File: src/rtl/spi_pkg.sv
// Shared definitions for the SPI target: FSM states, spi_mode bit positions
// and the per-mode table that selects which sclk edge samples pico.
package spi_pkg;

  typedef enum logic [0:0] {
    ST_IDLE   = 1'b0,
    ST_ACTIVE = 1'b1
  } spi_state_e;

  localparam int unsigned MODE_CPOL_BIT = 1;
  localparam int unsigned MODE_CPHA_BIT = 0;

  // Indexed by {CPOL,CPHA}: 1 = sample on rising sclk, 0 = sample on falling.
  // Modes 0 and 3 sample on the rising edge, modes 1 and 2 on the falling one.
  localparam logic [3:0] SAMPLE_ON_RISE = 4'b1001;

  function automatic logic sample_on_rise(input logic [1:0] mode);
    return SAMPLE_ON_RISE[mode];
  endfunction

endpackage

File: src/rtl/spi_sync_edge.sv
// N-stage synchronizer for one asynchronous input, with single-cycle
// rise/fall pulses derived from the synchronized level.
module spi_sync_edge #(
  parameter int unsigned STAGES    = 2,
  parameter logic        RESET_VAL = 1'b0
) (
  input  logic clk,
  input  logic rst_n,
  input  logic d,
  output logic rise,
  output logic fall
);

  logic [STAGES-1:0] sync_q, sync_d;
  logic              prev_q, prev_d;

  always_comb begin
    sync_d = {sync_q[STAGES-2:0], d};
    prev_d = sync_q[STAGES-1];
  end

  always_ff @(posedge clk or negedge rst_n) begin
    if (!rst_n) begin
      sync_q <= {STAGES{RESET_VAL}};
      prev_q <= RESET_VAL;
    end else begin
      sync_q <= sync_d;
      prev_q <= prev_d;
    end
  end

  assign rise = sync_q[STAGES-1] & ~prev_q;
  assign fall = ~sync_q[STAGES-1] & prev_q;

endmodule

File: src/rtl/spi_target_sync.sv
// SPI target (all four modes) oversampled by the system clock: sclk, pico and
// cs are synchronized, edges detected, and bytes exchanged via valid/ready.
module spi_target_sync
  import spi_pkg::*;
#(
  parameter int unsigned SYNC_STAGES  = 2,
  parameter logic [7:0]  IDLE_TX_BYTE = 8'h00
) (
  input  logic       clock,
  input  logic       reset_n,
  input  logic [1:0] spi_mode,
  input  logic       sclk,
  input  logic       pico,
  input  logic       cs,
  output logic       poci,
  output logic       poci_oe,
  output logic [7:0] rx_data,
  output logic       rx_valid,
  input  logic       rx_ready,
  input  logic [7:0] tx_data,
  input  logic       tx_valid,
  output logic       tx_ready,
  output logic       rx_overrun,
  output logic       tx_underrun,
  output logic [0:0] dbg_state
);

  logic sclk_rise, sclk_fall, cs_rise, cs_fall;

  // cs idles high, so its synchronizer resets high to avoid a false edge.
  spi_sync_edge #(.STAGES(SYNC_STAGES), .RESET_VAL(1'b0)) u_sclk_sync (
    .clk(clock), .rst_n(reset_n), .d(sclk), .rise(sclk_rise), .fall(sclk_fall)
  );

  spi_sync_edge #(.STAGES(SYNC_STAGES), .RESET_VAL(1'b1)) u_cs_sync (
    .clk(clock), .rst_n(reset_n), .d(cs), .rise(cs_rise), .fall(cs_fall)
  );

  logic [SYNC_STAGES-1:0] pico_sync_q, pico_sync_d;
  logic                   pico_s;

  spi_state_e state_q, state_d;
  logic [1:0] mode_q, mode_d;
  logic [2:0] bit_cnt_q, bit_cnt_d;
  logic [6:0] rx_shift_q, rx_shift_d;
  logic [7:0] rx_data_q, rx_data_d;
  logic       rx_valid_q, rx_valid_d;
  logic       rx_overrun_q, rx_overrun_d;
  logic [7:0] tx_buf_q, tx_buf_d;
  logic       tx_full_q, tx_full_d;
  logic [7:0] tx_shift_q, tx_shift_d;
  logic       tx_underrun_q, tx_underrun_d;

  logic cpha, on_rise, sample_edge, shift_edge, byte_start;

  always_comb begin
    pico_sync_d = {pico_sync_q[SYNC_STAGES-2:0], pico};
    pico_s      = pico_sync_q[SYNC_STAGES-1];
  end

  always_comb begin
    state_d       = state_q;
    bit_cnt_d     = bit_cnt_q;
    rx_shift_d    = rx_shift_q;
    rx_data_d     = rx_data_q;
    rx_valid_d    = rx_valid_q && !rx_ready;
    rx_overrun_d  = 1'b0;
    tx_buf_d      = tx_buf_q;
    tx_full_d     = tx_full_q;
    tx_shift_d    = tx_shift_q;
    tx_underrun_d = 1'b0;
    byte_start    = 1'b0;

    // Mode is only tracked while the bus is deselected.
    mode_d  = (state_q == ST_IDLE && !cs_fall) ? spi_mode : mode_q;
    cpha    = mode_q[MODE_CPHA_BIT];
    on_rise = sample_on_rise(mode_q);
    sample_edge = (state_q == ST_ACTIVE) && (on_rise ? sclk_rise : sclk_fall);
    shift_edge  = (state_q == ST_ACTIVE) && (on_rise ? sclk_fall : sclk_rise);

    if (tx_valid && !tx_full_q) begin
      tx_buf_d  = tx_data;
      tx_full_d = 1'b1;
    end

    case (state_q)
      ST_IDLE: begin
        if (cs_fall) begin
          state_d    = ST_ACTIVE;
          bit_cnt_d  = 3'd0;
          tx_shift_d = '0;
          byte_start = !cpha;
        end
      end
      default: begin
        if (cs_rise) begin
          // A partial byte is simply abandoned.
          state_d   = ST_IDLE;
          bit_cnt_d = 3'd0;
        end else begin
          if (sample_edge) begin
            rx_shift_d = {rx_shift_q[5:0], pico_s};
            bit_cnt_d  = bit_cnt_q + 3'd1;
            if (bit_cnt_q == 3'd7) begin
              if (rx_valid_q && !rx_ready) begin
                rx_overrun_d = 1'b1;
              end else begin
                rx_data_d  = {rx_shift_q, pico_s};
                rx_valid_d = 1'b1;
              end
            end
          end
          if (shift_edge) begin
            if (cpha && bit_cnt_q == 3'd0) byte_start = 1'b1;
            else tx_shift_d = {tx_shift_q[6:0], 1'b0};
          end
        end
      end
    endcase

    // A load above only happens when empty, so it never collides with this.
    if (byte_start) begin
      if (tx_full_q) begin
        tx_shift_d = tx_buf_q;
        tx_full_d  = 1'b0;
      end else begin
        tx_shift_d    = IDLE_TX_BYTE;
        tx_underrun_d = 1'b1;
      end
    end
  end

  always_ff @(posedge clock or negedge reset_n) begin
    if (!reset_n) begin
      pico_sync_q   <= '0;
      state_q       <= ST_IDLE;
      mode_q        <= 2'b00;
      bit_cnt_q     <= 3'd0;
      rx_shift_q    <= '0;
      rx_data_q     <= '0;
      rx_valid_q    <= 1'b0;
      rx_overrun_q  <= 1'b0;
      tx_buf_q      <= '0;
      tx_full_q     <= 1'b0;
      tx_shift_q    <= '0;
      tx_underrun_q <= 1'b0;
    end else begin
      pico_sync_q   <= pico_sync_d;
      state_q       <= state_d;
      mode_q        <= mode_d;
      bit_cnt_q     <= bit_cnt_d;
      rx_shift_q    <= rx_shift_d;
      rx_data_q     <= rx_data_d;
      rx_valid_q    <= rx_valid_d;
      rx_overrun_q  <= rx_overrun_d;
      tx_buf_q      <= tx_buf_d;
      tx_full_q     <= tx_full_d;
      tx_shift_q    <= tx_shift_d;
      tx_underrun_q <= tx_underrun_d;
    end
  end

  assign poci_oe     = (state_q == ST_ACTIVE);
  assign poci        = (state_q == ST_ACTIVE) && tx_shift_q[7];
  assign rx_data     = rx_data_q;
  assign rx_valid    = rx_valid_q;
  assign tx_ready    = !tx_full_q;
  assign rx_overrun  = rx_overrun_q;
  assign tx_underrun = tx_underrun_q;
  assign dbg_state   = state_q;

endmodule

File: config.mk
export PLATFORM = sky130hd
export DESIGN_NAME = spi_target_sync
export DESIGN_NICKNAME = d
export VERILOG_FILES = /design/src/rtl/spi_pkg.sv /design/src/rtl/spi_sync_edge.sv /design/src/rtl/spi_target_sync.sv
export SDC_FILE = /design/constraint.sdc
export NUM_CORES = 1
export LEC_CHECK = 0
export CELL_PAD_IN_SITES_DETAIL_PLACEMENT = 0
export CELL_PAD_IN_SITES_GLOBAL_PLACEMENT = 1
export CORE_MARGIN = 2
export CORE_UTILIZATION = 48
export CTS_BUF_LIST = sky130_fd_sc_hd__clkbuf_2 sky130_fd_sc_hd__clkbuf_4 sky130_fd_sc_hd__clkbuf_8
export DETAILED_ROUTE_END_ITERATION = 16
export PLACE_DENSITY_LB_ADDON = 0.1
export SYNTH_ARGS = -nofsm -noshare
export SYNTH_HDL_FRONTEND = slang
export SYNTH_SLANG_ARGS = --single-unit
File: constraint.sdc
create_clock -name clock -period 3 [get_ports clock]
set_clock_uncertainty 0.05 [all_clocks]
set_input_delay 0.6 -clock clock [delete_from_list [all_inputs] [get_ports clock]]
set_output_delay 0.6 -clock clock [all_outputs]
set_load 0.01 [all_outputs]
---- Word-level counts from Yosys, hierarchy flattened ----
Index checks and enable logic that the tools add are counted.
cells by class
  add/sub/neg operators ................... 1
  multiply operators ...................... 0
  div/mod/pow operators ................... 0
  magnitude comparators ................... 1
  equal/unequal tests ..................... 5
  shift operators ......................... 0
  muxes and demuxes ....................... 37
  bitwise logic cells ..................... 11
  reductions and logical operators ........ 18
operators with widths
  operator               number
  $mux W8                7
  $mux W1                25
  $mux W3                4
  $logic_and A1 B1 Y1    7
  $not A1 Y1             7
  $ne A3 B2 Y1 const B   2
  $reduce_and A5 Y1      1
  $and A1 B1 Y1          4
  $logic_not A1 Y1       4
  $reduce_and A4 Y1      1
  $add A3 B1 Y3 const B  1
  $eq A3 B3 Y1 const B   1
  $logic_not A3 Y1       1
  $lt A2 B3 Y1 const B   1
  $ne A3 B1 Y1 const B   1
  $ne A3 B3 Y1 const B   1
  $reduce_and A3 Y1      1
  $reduce_bool A3 Y1     1
  $bmux W1 S2            1
  $reduce_and A2 Y1      1
  $reduce_bool A2 Y1     1
word-level totals
  register bits ........................... 49
  bits in latches ......................... 0
  memory bits (writable) .................. 0
  bits in read-only memories .............. 0
  memories ................................ 0

---- Longest topological paths before layout ----
  depth in word-level cells ............... 9
  depth in mapped cells ................... 6

---- By module ----
From an unflattened synthesis, not the netlist that was laid out.
unflattened totals
  cell total of the unflattened synthesis .. 164
  area total of the unflattened synthesis .. 2,115.8 um^2
by module, submodules not included
  module                       times used  cells an instance  area each (um^2)
  spi_target_sync              1           154                1,931.9
  spi_sync_edge (u_cs_sync)    1           5                  93.8
  spi_sync_edge (u_sclk_sync)  1           5                  90.1

---- Worst setup path before layout ----
OpenSTA, ideal clock, no wires.
  kind .................................... register -> register
  start point ............................. register mode_q[0]
  end point ............................... register rx_data_q[0], in the netlist rx_data[0]
  library setup time ...................... 0.125 ns
  arrival time ............................ 1.812 ns
  required time ........................... 2.825 ns
  setup slack ............................. 1.013 ns
  cell stages (with the launch flop) ...... 5
  clock period less this slack ............ 1.987 ns
  cells stage by stage .................... dfrtp_1 xnor2_1 mux2_4 nor4_4 mux2_2
between the ends
  cells in the longest elaborated chain, start to end .. 5
RTL lines
  element                             line                    RTL
  start: declaration                  spi_target_sync.sv:43   logic [1:0] mode_q, mode_d;
  start signal: assignment            spi_target_sync.sv:150  mode_q <= mode_d;
  $bmux W1 S2                         spi_pkg.sv:18           return SAMPLE_ON_RISE[mode];
  $mux W1 (not written as such)       spi_pkg.sv:18
  $mux W1                             spi_target_sync.sv:78   sample_edge = (state_q == ST_ACTIVE) && (on_rise ? sclk_rise : sclk_fall);
  $logic_and A1 B1 Y1                 spi_target_sync.sv:78
  $reduce_and A5 Y1 (no source line)  -
  end signal: assignment              spi_target_sync.sv:153  rx_data_q <= rx_data_d;
  end: declaration                    spi_target_sync.sv:46   logic [7:0] rx_data_q, rx_data_d;
No other way between the ends. The select of a mux whose other input is x is not followed.
A chain may end at the register's enable or synchronous reset.

---- Worst setup path after layout ----
  start point ............................. register state_q, in the netlist dbg_state
  end point ............................... output port poci
between the ends
  cells in the longest elaborated chain, start to end .. 1
RTL lines
  element                   line                    RTL
  start: declaration        spi_target_sync.sv:42   spi_state_e state_q, state_d;
  start signal: assignment  spi_target_sync.sv:149  state_q <= state_d;
  $logic_and A1 B1 Y1       spi_target_sync.sv:164  assign poci = (state_q == ST_ACTIVE) && tx_shift_q[7];
  end: declaration          spi_target_sync.sv:15   output logic poci,
No other way between the ends.

==> impl_metrics.yaml <==
cts:
  h-tree-depth: 2
  post_cts_buffers: 0
  cts_max_path_buffers: 2
  cts.repair.resized: 0
  cts_buffers: 5
  postCtsHoldBufs: 0
  cts_sinks: 49
  cts_tree: "yes"
  cts_root_buf: "clkbuf_8"
  worstSkewPairLatency_ps: 290
  path_clk_slew_ps: 90
placed_design:
  gp_congestion: 0.751
  portBuffers: 31
  pre_cts_ws_ps: 780
  dp.final_hpwl_mm: 2.63
synthesis:
  syn_inst: 158
  syn_area_per_cell_um2: 13.2
  syn-num-nets: 178
  synth_warnings: 0
  synth_cell_types: 33
  ys.flop_type: "dfrtp_1"
  synth_edf_count: 0
  yosysSeqAreaShare: 0.590
  async_reset_ff_frac: 1.00
  synth_area_um2: 2090
  ys_ff_latch: 49
power:
  p_total_w: 0.00187
  p_per_area_nw_per_um2: 735
  vdd_drop_max_uv: 362
  leakagePower_nw: 1.09
detailed_routing:
  vias: 1364
  wl_per_cell_um: 14.9
  final_antenna_net_count: 0
  first_iter_violations: 52
  vias_per_cell: 5.61
  wirelength_mm: 3.62
  drt_pass1_iterations: 4
  drc: 0
cells_and_area:
  n_antenna_cell: 0
  filler_cell_count: 334
  drive_gt1_frac: 0.212
  area_growth_pct: 22.1
  final_common_cell: "dfrtp_1"
  layout_common_cells: "46 x dfrtp_1, 30 x clkdlybuf4s50_1, 25 x mux2_2"
  fin_nets: 212
timing:
  setup_viol: 0
  worst_slew_pin_slew_ps: 1040
  layout_setup_ws_ps: 656
  period_needed_ps: 2340
  timing.slew.headroom: 0.310
  fin_crit_sh: 0.781
  finalMaxSlewViolations: 0
  hold_viol_final: 0
  fmax_mhz: 427
  rsz0062_at_grt: "false"
  setup_tns_ps: 0
worst_hold_path:
  min_to: "pico_sync_q[1]"
  hp-start: "pico_sync_q[0]"
  hold_class: "flop to flop"
  worstHoldPathCells: 0
floorplan:
  die_w_um: 69.9
  core-area_um2: 4090
  rows: 23
  ios: 32
  start_util: 0.510
  die_y_um: 69.9
  die-area_um2: 4890
critical_path:
  r2r_setup_slack_ps: 810
  reg2reg_to: "rx_data[7]"
  worstPathRequired_ps: 2350
  crit_path_start_kind: "flop"
  critPathMaxFanout: 17
  path_class: "flop to output port"
  arrival_ps: 1690
  r2r-start: "mode_q[0]"
  endpoint_kind: "output port"
  reg2reg_depth: 4
global_routing:
  grt_pass1_vias: 1441
  grt_overflow: 0
  grtUsageTotal: 0.166
  grt_antenna_before_repair: 0
  grt_pass1_wl_mm: 6.47
  grt_max_degree: 50
run:
  drv_cap: 0
outcome:
  status: "complete, no violations"
[state kept, by name, summed over array words and instances (netlist names)]
signal / cells
tx_shift_q: 8
bit_cnt_q: 3
dbg_state: 1
rx_data: 8
rx_valid: 1
u_sclk_sync.sync_q: 2
tx_underrun: 1
pico_sync_q: 2
tx_buf_q: 8
rx_overrun: 1
u_cs_sync.sync_q: 2
u_sclk_sync.prev_q: 1
mode_q: 2
rx_shift_q: 7
tx_full_q: 1
u_cs_sync.prev_q: 1
[synth_stat cells (3+ instances only)]
master	n	area, um2
a21oi_1	3	15.0
dfstp_2	3	78.8
nand2_1	3	11.3
a31oi_1	7	43.8
dfrtp_1	46	1150
nand3_1	8	40.0
mux2_2	25	282
ha_1	3	37.5
a211oi_1	7	52.6
clkbuf_1	3	11.3
nor2_1	5	18.8
a21o_1	3	22.5
o211ai_1	8	60.1
inv_1	6	22.5
nor2b_1	3	18.8
nand2b_1	4	25.0
[layer usage]
layer | up-vias | wire, um | GRT usage
met5 | - | 0 | 0
met4 | 0 | 31 | 0.0598
met3 | 4 | 126 | 0.0505
met2 | 26 | 1810 | 0.277
met1 | 690 | 1650 | 0.205
li1 | 644 | - | -
[cell type report]
cell class,count,area (um2),share of cell area
sequential,49,1230,0.483
multi-input combinational,99,815,0.320
clock buffer,6,76.3,0.0300
timing repair buffer,31,305,0.120
tap,50,62.6,0.0246
clock inverter,2,35.0,0.0138
inverter,6,22.5,0.00885
[worst max-delay path, stage by stage, from the launching register on]
cell and delay, ps:
dfrtp_1 680, and2_1 200, clkdlybuf4s50_1 530
[cell families after synthesis]
logic type	Yosys count	synth area share
AOI/OAI and AO/OA	35	0.126
xor gates and xnor gates	1	0.00420
adders and majority gates	3	0.0180
buffers and inverters	10	0.0198
DFF	49	0.590
muxes	28	0.152
and+or+nand+nor	32	0.0906
[per-stage QoR]
step                      utilization  instances  hold WS, ps  area (um2)
final                           0.623        243          312        2550
after global routing            0.623        243          321        2550
after CTS                       0.623        243          312        2550
after detailed placement        0.596        235          295        2430
after global placement          0.596        235          289        2430
after floorplan                     -        158          254        2090
[worst max-delay path by stage]
stage | cells after the start | to | from | slack (ps)
detailed placement | 4 | rx_data[7] | rx_ready | 780
finish | 2 | poci | dbg_state | 660
global placement | 4 | rx_data[0] | rx_ready | 820
CTS | 2 | poci | dbg_state | 640
floorplan | 4 | rx_data[0] | mode_q[0] | 1010
global route | 2 | poci | dbg_state | 570
[power breakdown]
| group | internal, W | switching, W | total [W] |
|---|---|---|---|
| sequential | 0.000848 | 0.000134 | 0.000982 |
| combinational | 0.000245 | 0.000191 | 0.000436 |
| clock | 0.000256 | 0.000198 | 0.000454 |
No activity file was read; power rests on OpenSTA's default activity.
